## src/rtl/mem_ctrl_pkg.sv

```systemverilog
// Shared constants for the CPU memory controller.
// Holds the control-sequencer one-hot state codes, the memory FSM
// state encoding, the byte-lane select codes and a lane-select helper.
package mem_ctrl_pkg;

  // One-hot pipeline states driven by the control sequencer.
  localparam int CONTROL_BIT_MAX = 4;
  localparam logic [CONTROL_BIT_MAX:0] STATE_FETCH     = 5'b00001;
  localparam logic [CONTROL_BIT_MAX:0] STATE_DECODE    = 5'b00010;
  localparam logic [CONTROL_BIT_MAX:0] STATE_EXECUTE   = 5'b00100;
  localparam logic [CONTROL_BIT_MAX:0] STATE_MEM       = 5'b01000;
  localparam logic [CONTROL_BIT_MAX:0] STATE_WRITEBACK = 5'b10000;

  // Memory controller FSM.
  typedef enum logic [1:0] {
    MEM_IDLE = 2'b00,
    MEM_BUSY = 2'b01,
    MEM_DONE = 2'b10
  } mem_state_t;

  // Byte-lane select codes (bit 0 = low byte, bit 1 = high byte).
  localparam logic [1:0] SEL_NONE = 2'b00;
  localparam logic [1:0] SEL_LO   = 2'b01;
  localparam logic [1:0] SEL_HI   = 2'b10;
  localparam logic [1:0] SEL_WORD = 2'b11;

  // Lane select for an access: word uses both lanes, byte picks by address bit 0.
  function automatic logic [1:0] byte_sel(input logic is_byte, input logic lsb);
    logic [1:0] sel;
    if (!is_byte) begin
      sel = SEL_WORD;
    end else if (lsb) begin
      sel = SEL_HI;
    end else begin
      sel = SEL_LO;
    end
    return sel;
  endfunction

endpackage

```

## src/rtl/mem_lane_align.sv

```systemverilog
// Combinational byte-lane steering for the memory controller.
// Request side: word-aligned bus address, lane select and store data
// formatting (byte stores replicated on both lanes).
// Response side: selects and zero-extends the addressed byte of a load.
// Ports:
//   req_addr/req_byte/req_store/req_data : access being issued
//   rd_byte/rd_lsb/rd_data               : latched access kind + raw bus data
//   bus_addr/bus_sel/bus_wdata           : formatted bus request fields
//   rd_aligned                           : aligned, zero-extended load data
module mem_lane_align
  import mem_ctrl_pkg::*;
#(
  parameter int ADDR_W = 16
) (
  input  logic [ADDR_W-1:0] req_addr,
  input  logic              req_byte,
  input  logic              req_store,
  input  logic [15:0]       req_data,
  input  logic              rd_byte,
  input  logic              rd_lsb,
  input  logic [15:0]       rd_data,
  output logic [ADDR_W-1:0] bus_addr,
  output logic [1:0]        bus_sel,
  output logic [15:0]       bus_wdata,
  output logic [15:0]       rd_aligned
);

  // The bus is word addressed; the byte offset is carried by the lane select.
  assign bus_addr = {req_addr[ADDR_W-1:1], 1'b0};
  assign bus_sel  = byte_sel(req_byte, req_addr[0]);

  // Store data: a byte is copied onto both lanes so either lane can take it.
  always_comb begin
    bus_wdata = 16'h0000;
    if (!req_store) begin
      bus_wdata = 16'h0000;
    end else if (req_byte) begin
      bus_wdata = {req_data[7:0], req_data[7:0]};
    end else begin
      bus_wdata = req_data;
    end
  end

  // Load data: pick the addressed lane for byte loads, zero-extended.
  always_comb begin
    rd_aligned = rd_data;
    if (!rd_byte) begin
      rd_aligned = rd_data;
    end else if (rd_lsb) begin
      rd_aligned = {8'h00, rd_data[15:8]};
    end else begin
      rd_aligned = {8'h00, rd_data[7:0]};
    end
  end

endmodule

```

## src/rtl/mem_ctrl.sv

```systemverilog
// CPU memory controller: turns FETCH / MEM pipeline states into single
// bus transactions and stalls the sequencer until the bus acknowledges.
// Ports:
//   clk, rst (sync, active-low), en (global enable)
//   control_i  : one-hot sequencer state
//   pc_i, addr_i, data_i, we_i, byte_i : fetch address / load-store request
//   mem_wait_o : stall request (combinational)
//   instr_o, load_o : last fetched word / last load result
//   bus_*      : request/ack bus towards memory
module mem_ctrl
  import mem_ctrl_pkg::*;
#(
  parameter int ADDR_W = 16
) (
  input  logic                     clk,
  input  logic                     rst,
  input  logic                     en,
  input  logic [CONTROL_BIT_MAX:0] control_i,
  input  logic [ADDR_W-1:0]        pc_i,
  input  logic [ADDR_W-1:0]        addr_i,
  input  logic [15:0]              data_i,
  input  logic                     we_i,
  input  logic                     byte_i,
  output logic                     mem_wait_o,
  output logic [15:0]              instr_o,
  output logic [15:0]              load_o,
  output logic [ADDR_W-1:0]        bus_addr_o,
  output logic [15:0]              bus_data_o,
  input  logic [15:0]              bus_data_i,
  output logic                     bus_cyc_o,
  output logic                     bus_we_o,
  output logic [1:0]               bus_sel_o,
  input  logic                     bus_ack_i
);

  mem_state_t        state_r;
  mem_state_t        state_nxt_s;
  logic              req_fetch_s;
  logic              req_mem_s;
  logic              start_s;
  logic              complete_s;
  logic [ADDR_W-1:0] req_addr_s;
  logic              req_byte_s;
  logic              req_store_s;
  logic [ADDR_W-1:0] align_addr_s;
  logic [1:0]        align_sel_s;
  logic [15:0]       align_wdata_s;
  logic [15:0]       rd_aligned_s;

  logic              bus_cyc_r;
  logic              bus_we_r;
  logic [1:0]        bus_sel_r;
  logic [ADDR_W-1:0] bus_addr_r;
  logic [15:0]       bus_data_r;
  logic [15:0]       instr_r;
  logic [15:0]       load_r;
  logic              fetch_r;
  logic              byte_r;
  logic              lsb_r;

  assign req_fetch_s = (control_i == STATE_FETCH);
  assign req_mem_s   = (control_i == STATE_MEM);

  // Fetches are always word reads, so byte/store qualifiers only apply in MEM.
  assign req_addr_s  = req_fetch_s ? pc_i : addr_i;
  assign req_byte_s  = req_mem_s & byte_i;
  assign req_store_s = req_mem_s & we_i;

  // Stall is released only in DONE, giving the sequencer exactly one edge to advance.
  assign mem_wait_o = (req_fetch_s | req_mem_s) & (state_r != MEM_DONE);

  mem_lane_align #(
    .ADDR_W (ADDR_W)
  ) u_lane_align (
    .req_addr   (req_addr_s),
    .req_byte   (req_byte_s),
    .req_store  (req_store_s),
    .req_data   (data_i),
    .rd_byte    (byte_r),
    .rd_lsb     (lsb_r),
    .rd_data    (bus_data_i),
    .bus_addr   (align_addr_s),
    .bus_sel    (align_sel_s),
    .bus_wdata  (align_wdata_s),
    .rd_aligned (rd_aligned_s)
  );

  // FSM state register.
  always_ff @(posedge clk) begin
    if (!rst) begin
      state_r <= MEM_IDLE;
    end else begin
      state_r <= state_nxt_s;
    end
  end

  // Next-state logic; ack is honoured in BUSY even with en low.
  always_comb begin
    state_nxt_s = state_r;
    start_s     = 1'b0;
    complete_s  = 1'b0;
    case (state_r)
      MEM_IDLE: begin
        if (en && (req_fetch_s || req_mem_s)) begin
          state_nxt_s = MEM_BUSY;
          start_s     = 1'b1;
        end else begin
          state_nxt_s = MEM_IDLE;
        end
      end
      MEM_BUSY: begin
        if (bus_ack_i) begin
          state_nxt_s = MEM_DONE;
          complete_s  = 1'b1;
        end else begin
          state_nxt_s = MEM_BUSY;
        end
      end
      MEM_DONE: begin
        if (en) begin
          state_nxt_s = MEM_IDLE;
        end else begin
          state_nxt_s = MEM_DONE;
        end
      end
      default: begin
        state_nxt_s = MEM_IDLE;
      end
    endcase
  end

  // Bus request registers and result capture; request fields are frozen for the whole BUSY phase.
  always_ff @(posedge clk) begin
    if (!rst) begin
      bus_cyc_r  <= 1'b0;
      bus_we_r   <= 1'b0;
      bus_sel_r  <= SEL_NONE;
      bus_addr_r <= '0;
      bus_data_r <= 16'h0000;
      instr_r    <= 16'h0000;
      load_r     <= 16'h0000;
      fetch_r    <= 1'b0;
      byte_r     <= 1'b0;
      lsb_r      <= 1'b0;
    end else if (start_s) begin
      bus_cyc_r  <= 1'b1;
      bus_we_r   <= req_store_s;
      bus_sel_r  <= align_sel_s;
      bus_addr_r <= align_addr_s;
      bus_data_r <= align_wdata_s;
      fetch_r    <= req_fetch_s;
      byte_r     <= req_byte_s;
      lsb_r      <= req_addr_s[0];
    end else if (complete_s) begin
      bus_cyc_r <= 1'b0;
      bus_we_r  <= 1'b0;
      if (fetch_r) begin
        instr_r <= bus_data_i;
      end else if (!bus_we_r) begin
        load_r <= rd_aligned_s;
      end
    end
  end

  assign bus_cyc_o  = bus_cyc_r;
  assign bus_we_o   = bus_we_r;
  assign bus_sel_o  = bus_sel_r;
  assign bus_addr_o = bus_addr_r;
  assign bus_data_o = bus_data_r;
  assign instr_o    = instr_r;
  assign load_o     = load_r;

endmodule
```

## config.mk

```make
export PLATFORM = sky130hd
export DESIGN_NAME = mem_ctrl
export DESIGN_NICKNAME = d
export VERILOG_FILES = /design/src/rtl/mem_ctrl_pkg.sv /design/src/rtl/mem_lane_align.sv /design/src/rtl/mem_ctrl.sv
export SDC_FILE = /design/constraint.sdc
export NUM_CORES = 1
export LEC_CHECK = 0
export ABC_AREA = 1
export CORE_MARGIN = 3
export CORE_UTILIZATION = 25
export CTS_BUF_LIST = sky130_fd_sc_hd__clkbuf_2
export DETAILED_ROUTE_END_ITERATION = 7
export PLACE_DENSITY_LB_ADDON = 0.2
export SYNTH_ARGS = -nofsm -noshare
export SYNTH_HDL_FRONTEND = slang
export SYNTH_SLANG_ARGS = --single-unit
```

## constraint.sdc

```tcl
create_clock -name clk -period 1.7 [get_ports clk]
set_clock_uncertainty 0.05 [all_clocks]
set_input_delay 0.51 -clock clk [delete_from_list [all_inputs] [get_ports clk]]
set_output_delay 0.51 -clock clk [all_outputs]
set_load 0.02 [all_outputs]
```

==> results of run 1 <==
-- through the flow --
stage	total power, µW	setup WS (ps)	area (µm²)
2_1_floorplan	1890	30.7	3190
3_3_place_gp	2160	-851	5000
3_5_place_dp	2160	-912	5000
4_1_cts	2940	-167	4800
5_1_grt	3030	-183	4870
6_report	2870	-120	4870
-- worst max-delay path, cell delays in order --
cell and delay, ps:
dlygate4sd2_1 250, inv_2 50, nor2_2 110, o21ai_2 80, a21oi_2 100, buf_4 150
-- Yosys cell counts --
cell	count
nor2_1	31
nand3_4	1
nand2_1	147
dfxtp_1	72
o21ai_2	1
a21oi_1	53
nor3_4	2
nor2_4	2
clkbuf_2	1
o21ai_0	33
buf_6	5
nand4_1	2
nand3b_1	1
nor2_2	4
conb_1	1
inv_1	31
nand2_2	1
a21oi_2	2
clkbuf_1	7
nand3_1	35
nand3_2	2
buf_2	8
inv_2	7
buf_1	1
buf_4	3
-- worst paths after layout --
kind                    to  slack, ps  cells after the start
max             mem_wait_o       -120                      6
min reg2reg  bus_data_o[0]        420                      2
max reg2reg     instr_o[8]        180                      8
min          bus_data_o[0]        420                      2
-- logic make-up (layout without fill, tap and decap cells) --
kind of cell | after synthesis | count (layout) | synth area share, %
other | 1 | 2 | 0.118
flip-flops | 72 | 72 | 45.2
AND/OR/NAND/NOR | 228 | 228 | 31.0
buffers and inverters | 63 | 231 | 9.31
AO/OA/AOI/OAI | 89 | 89 | 14.3
-- power breakdown --
group	internal (µW)	switching [µW]	leakage, µW	total, µW
Combinational	228	178	0.00151	407
Clock	189	565	0.0000553	754
Sequential	1700	7.10	0.000605	1710
Total	2120	751	0.00217	2870
-- final cells by class --
type	instances	area, µm²
Clock inverter	2	8.76
Antenna cell	1	2.50
Inverter	38	143
Sequential cell	72	1500
Timing Repair Buffer	179	1480
Fill cell	1330	7340
Multi-Input combinational cell	318	1460
Clock buffer	12	60.1
Tap cell	168	210
-- routing by layer --
layer	vias to the layer above	wire length, µm	global-route usage [%]
met5	-	0	0
met4	0	266	7.39
met3	18	612	4.65
met2	85	5240	25.5
met1	1534	4620	17.9
li1	1773	-	-
-- sequential cells by signal, summed over array words and instances (netlist names) --
name        flops
lsb_r           1
bus_we_o        1
bus_data_o     16
fetch_r         1
bus_cyc_o       1
byte_r          1
instr_o        16
bus_sel_o       2
load_o         16
state_r         2
bus_addr_o     15
-- repair_timing --
action / CTS / global route
hold buffers: 0 / 0
resized for setup: 322 / 43
setup buffers: 1 / 0
pin swaps: 3 / 3
endpoints found under the setup margin: 68 / 36
==> flow_summary.ini, run 1 <==
[outcome]
status = finished with violations
violations = setup timing

[synth]
yosysTopAreaCell = dfxtp_1
avgSynthCellArea_um2 = 7.03
synthDistinctLibCells = 25
yosysWarnings = 0
ys_seq_area_share_pct = 45.2
synthCells = 453
netlist_area_um2 = 3190
synthTopCellsByArea = dfxtp_1 (45%), nand2_1 (17%), a21oi_1 (8.3%), nand3_1 (5.5%), o21ai_0 (5.2%)
yosys_register_bits = 72
synth_top_area_share_pct = 45.2
syn_nets = 528

[floorplanning]
start_util_pct = 26.1
ios = 144
coreArea_um2 = 12200
rows = 40
die-area_um2 = 14100
die_w_um = 119
die_y_um = 119

[sta]
worst_slack_ps = -120
final_hold_viol_count = 0
fin_crit_sh_pct = 107
maxSlewViolCount = 0
hold_ws_ps = 418
final-setup-viol-count = 1
fin_setup_tns_ps = -120
period_needed_ps = 1820
rsz0062_at_grt = true
fmax_ghz = 0.550

[placed_design]
hpwlAfterDp_mm = 8.20
post-place-cells = 774
gp_congestion = 0.801
place.port_buffers = 142

[critical_path]
timing.critical_path.from = control_i[0]
critPathRequiredTime_ps = 1140
path_max_fanout = 2
end_kind = output pin
critPathArrivalTime_ps = 1260
startpoint_type = input port
crit_type = input port to output pin
r2r-start = state_r[1]

[cells_and_area]
fin_util_pct = 39.9
final_cells = 790
layout-drive-gt1-share_pct = 31.9
final_common_cell = nand2_1
layout_common_cells = nand2_1 (146), clkdlybuf4s50_1 (69), a21oi_1 (52)
final_nets = 693
area_growth_pct = 52.9

[routing]
first_iter_violations = 237
ant_nets = 0
avgRoutedWirePerCell_um = 13.6
num_vias = 3410
first_pass_iters = 4
via_per_inst = 4.32
drc = 0
routed_wl_mm = 10.7

[power]
ir_drop_mv = 0.324
p_per_area_nw_per_um2 = 589
p_leak_uw = 0.00217

[global_routing]
grt_pass1_wl_mm = 17.3
track_usage_pct = 15.3
antenna_found_initial = 1
grt_pass1_vias = 3362
overflow = 0
grt_max_degree = 48

[worst_hold_path]
min_from = bus_data_o[0]
hold_path.class = flip-flop to flip-flop

[cts]
h-tree-depth = 3
clock_sinks = 72
clk_pin_slew_ps = 170
clockRootBuffer = clkbuf_2
cts_buffers = 9
clock_latency_ps = 520
cts_tree = done
clock_path_buffers = 2

[flow_run]
drv_cap = 0
(Power assumes the default switching activity.)
==> inputs of run 2 (changes only) <==
--- a/config.mk
+++ b/config.mk
@@ -6,10 +6,12 @@
 export NUM_CORES = 1
 export LEC_CHECK = 0
 export ABC_AREA = 1
+export CAP_MARGIN = 20
 export CORE_MARGIN = 3
 export CORE_UTILIZATION = 25
 export CTS_BUF_LIST = sky130_fd_sc_hd__clkbuf_2
 export DETAILED_ROUTE_END_ITERATION = 7
+export MAX_ROUTING_LAYER = met4
 export PLACE_DENSITY_LB_ADDON = 0.2
 export SYNTH_ARGS = -nofsm -noshare
 export SYNTH_HDL_FRONTEND = slang
==> run 2 against run 1 <==
Compared with the run above:
- the run still ends with setup timing left
- via count fell by 0.26%
- worst hold slack did not move
- setup slack did not move
- sequential cell count did not move
- design area barely moved
- wire length rose by 0.17%
==> flow_summary.ini, run 2 (same netlist as run 1, synthesis figures left out) <==
[outcome]
status = finished with violations
violations = setup timing

[sta]
rsz0062_at_grt = true
fmax_ghz = 0.550
fin_setup_tns_ps = -120
hold_ws_ps = 418
maxSlewViolCount = 0
final_hold_viol_count = 0
fin_crit_sh_pct = 107
worst_slack_ps = -120
final-setup-viol-count = 1
period_needed_ps = 1820

[cts]
clock_path_buffers = 2
ctsHoldBuffers = 0
cts_tree = done
h-tree-depth = 3
clockRootBuffer = clkbuf_2
clock_sinks = 72
clk_pin_slew_ps = 170
clock_latency_ps = 520
cts_buffers = 9

[critical_path]
critical_path.cell_chain = dlygate4sd2_1, inv_2, nor2_2, o21ai_2, a21oi_2, buf_4
end_kind = output pin
crit_type = input port to output pin
timing.critical_path.from = control_i[0]
worst_r2r_path_depth = 8
r2r_end = instr_o[8]
r2r_setup_slack_ps = 180
r2r-start = state_r[1]
crit_end = mem_wait_o
startpoint_type = input port
cp_slowest_cell = dlygate4sd2_1
crit_cells = 6
crit_family = buffers and inverters
critical_path_buf_inv_count = 3
critPathRequiredTime_ps = 1140
path_max_fanout = 2
critPathArrivalTime_ps = 1260
cp_slowest_stage_delay_ps = 250

[floorplanning]
die_y_um = 119
coreArea_um2 = 12200
die_w_um = 119
start_util_pct = 26.1
die-area_um2 = 14100
rows = 40
ios = 144

[cells_and_area]
final_nets = 693
layout-drive-gt1-share_pct = 31.9
final_common_cell = nand2_1
area_growth_pct = 53.0
final_cells = 790
layout_common_cells = nand2_1 (146), clkdlybuf4s50_1 (69), a21oi_1 (52)

[global_routing]
grt_pass1_vias = 3364
antenna_found_initial = 1
grt_pass1_wl_mm = 17.2
grt_max_degree = 48
track_usage_pct = 15.7
overflow = 0

[placed_design]
post-place-cells = 774
place.port_buffers = 142
pre_cts_ws_ps = -912
gp_congestion = 0.813
hpwlAfterDp_mm = 8.20

[routing]
num_vias = 3401
via_per_inst = 4.31
first_iter_violations = 247
drc = 0
routed_wl_mm = 10.8
avgRoutedWirePerCell_um = 13.6
first_pass_iters = 4
ant_nets = 0

[power]
ir_drop_mv = 0.324
p_per_area_nw_per_um2 = 589
p_leak_uw = 0.00217

[worst_hold_path]
hold_path.class = flip-flop to flip-flop

[flow_run]
drv_cap = 0
## run 2: cell count changes in the layout (fill, tap and decap cells not counted), sizes merged
cell    previous run  this run
buf              103       102
clkbuf            16        17
## run 2: worst min path at each step
stage             startpoint  slack (ps)       endpoint  depth (start not counted)
3_5_place_dp     instr_o[13]         400    instr_o[13]                          2
3_3_place_gp     instr_o[11]         400    instr_o[11]                          2
2_1_floorplan          lsb_r         390          lsb_r                          2
4_1_cts            data_i[7]         410  bus_data_o[7]                          3
5_1_grt            data_i[7]         440  bus_data_o[7]                          3
6_report       bus_data_o[0]         420  bus_data_o[0]                          2
## run 2: layer usage
metal | track usage [%] | part of all wire, %
met5 | - | 0
met4 | 7.39 | 2.5
met3 | 4.46 | 5.4
met2 | 25.5 | 49
met1 | 18.0 | 44
## run 2: area by class of cell
cell class | count | area (µm²)
Fill cell | 1329 | 7340
Sequential cell | 72 | 1500
Timing Repair Buffer | 179 | 1480
Multi-Input combinational cell | 318 | 1460
Tap cell | 168 | 210
Inverter | 38 | 143
Clock buffer | 12 | 60.1
Clock inverter | 2 | 8.76
Antenna cell | 1 | 2.50
## run 2: through the flow
stage,area [µm²],power [µW],utilization (%)
5_1_grt,4870,3030,39.9
6_report,4870,2870,39.9
4_1_cts,4800,2940,39.3
3_5_place_dp,5000,2160,40.9
3_3_place_gp,5000,2160,40.9
2_1_floorplan,3190,1890,-
## run 2: where the power goes
group	switching, µW	leakage, µW	internal, µW
clock	566	0.0000553	189
combinational	178	0.00151	228
sequential	7.10	0.000605	1700
total	751	0.00217	2120
## run 2: timing repair
| action | CTS | global route |
|---|---|---|
| setup buffers | 1 | 0 |
| endpoints found under the setup margin | 68 | 37 |
| pin swaps | 3 | 3 |
| gates resized for setup | 322 | 44 |
## run 2: worst min-delay path, cell delays in order (launching register included)
cell and delay (ps):
dfxtp_2 350, nand2_1 50, a21oi_1 50
==> inputs of run 3 (changes only) <==
--- a/config.mk
+++ b/config.mk
@@ -10,9 +10,10 @@
 export CORE_MARGIN = 3
 export CORE_UTILIZATION = 25
 export CTS_BUF_LIST = sky130_fd_sc_hd__clkbuf_2
+export CTS_CLUSTER_SIZE = 10
 export DETAILED_ROUTE_END_ITERATION = 7
+export GPL_ROUTABILITY_DRIVEN = 0
 export MAX_ROUTING_LAYER = met4
-export PLACE_DENSITY_LB_ADDON = 0.2
 export SYNTH_ARGS = -nofsm -noshare
 export SYNTH_HDL_FRONTEND = slang
 export SYNTH_SLANG_ARGS = --single-unit
==> run 3 against run 2 <==
Compared with the run above:
- the flow still finishes with violations (setup timing)
- critical path depth fell by 1
- first-iteration DRC count fell by 24%
- global-route usage fell by 0.055 points
- largest power group unchanged
- critical path type unchanged
==> flow_summary.ini, run 3 (same netlist as run 1, synthesis figures left out) <==
[cts]
clk_pin_slew_ps = 200
ctsHoldBuffers = 0
clock_sinks = 72
clock_path_buffers = 2
cts_buffers = 9
clockRootBuffer = clkbuf_2
clock_latency_ps = 520
cts_tree = done
h-tree-depth = 3

[critical_path]
startpoint_type = input port
critPathRequiredTime_ps = 1140
end_kind = output pin
worst_r2r_path_depth = 8
crit_type = input port to output pin
critPathArrivalTime_ps = 1240
path_max_fanout = 2

[sta]
maxSlewViolCount = 0
final_hold_viol_count = 0
rsz0062_at_grt = true
period_needed_ps = 1800
worst_slack_ps = -104
fin_crit_sh_pct = 106
final-setup-viol-count = 1
fmax_ghz = 0.554

[floorplanning]
ios = 144
start_util_pct = 26.1
rows = 40
die-area_um2 = 14100
die_y_um = 119
die_w_um = 119
coreArea_um2 = 12200

[outcome]
status = finished with violations
violations = setup timing

[cells_and_area]
layout-drive-gt1-share_pct = 36.5
seq_area_um2 = 1520
final_cells = 809
area_growth_pct = 64.7
fin_util_pct = 43.0
fin_area_um2 = 5250
diodes = 0
final_nets = 711
layout_common_cells = nand2_1 (143), clkdlybuf4s50_1 (69), buf_4 (63)
multi_input_area_um2 = 1490
fillCellCount = 1302
final_common_cell = nand2_1

[worst_hold_path]
min_path_cells = 2
hold_path.class = flip-flop to flip-flop

[routing]
first_iter_violations = 188
drc = 0
avgRoutedWirePerCell_um = 13.8
num_vias = 3547
first_pass_iters = 4
routed_wl_mm = 11.2
ant_nets = 0
via_per_inst = 4.38

[placed_design]
hpwlAfterDp_mm = 8.23
post-place-cells = 773
place.port_buffers = 142
dpl_cell_area_um2 = 5000

[flow_run]
drv_cap = 0

[power]
p_leak_uw = 0.00234
p_per_area_nw_per_um2 = 622
ir_drop_mv = 0.292

[global_routing]
antenna_found_initial = 0
grt_pass1_vias = 3478
overflow = 0
track_usage_pct = 15.7
grt_pass1_wl_mm = 17.5
grt_max_degree = 26
## run 3: cell count changes in the layout (fill, tap and decap cells not counted), sizes merged
cell and delta:
dlygate4sd2 -1, clkdlybuf4s15 +1, diode -1, buf +21, clkbuf -5, clkinvlp +2
bufinv +2
## run 3: worst max-delay path, cell delays in order
cell           delay [ps]
dlygate4sd2_1         260
nor2_2                140
o21ai_2                90
a21oi_2               100
buf_4                 150
## run 3: path summary, 6_finish.rpt
kind         slack (ps)           from            end
max                -100   control_i[0]     mem_wait_o
min                 420  bus_data_o[1]  bus_data_o[1]
max reg2reg         150     state_r[1]      load_o[2]
min reg2reg         420  bus_data_o[1]  bus_data_o[1]
## run 3: cell type report
type / instances / share of cell area (%)
timing repair buffer: 197 / 33.4
sequential: 72 / 28.9
clock buffer: 10 / 0.954
multi-input combinational: 318 / 28.4
tap: 168 / 4.01
clock inverter: 6 / 1.60
inverter: 38 / 2.72
## run 3: through the flow
step                      worst slack (ps)  TNS (ps)  power [µW]  hold slack, ps
after floorplan                       30.7         0        1890             394
after global placement                -846    -21510        2160             401
after detailed placement              -909    -23240        2170             403
after CTS                             -118      -118        3300             426
after global routing                  -178      -252        3440             437
final                                 -104      -104        3260             420
## run 3: repair_timing
action | 4_1_cts | 5_1_grt
buffers inserted | 13 | 5
hold endpoints to repair | 0 | 0
pin swaps | 2 | 0
resized for setup | 343 | 78
setup endpoints to repair | 68 | 74
cloned | 0 | 2
## run 3: report_power, final
part | internal, µW | switching (µW)
Combinational | 253 | 193
Clock | 484 | 621
Sequential | 1700 | 7.35
Total | 2440 | 821
## run 3: metal layers
layer,routed length (µm),vias up,global-route usage (%)
li1,-,1816,-
met1,4900,1596,18.4
met2,5410,107,25.5
met3,541,28,3.13
met4,352,0,8.25
met5,0,-,-
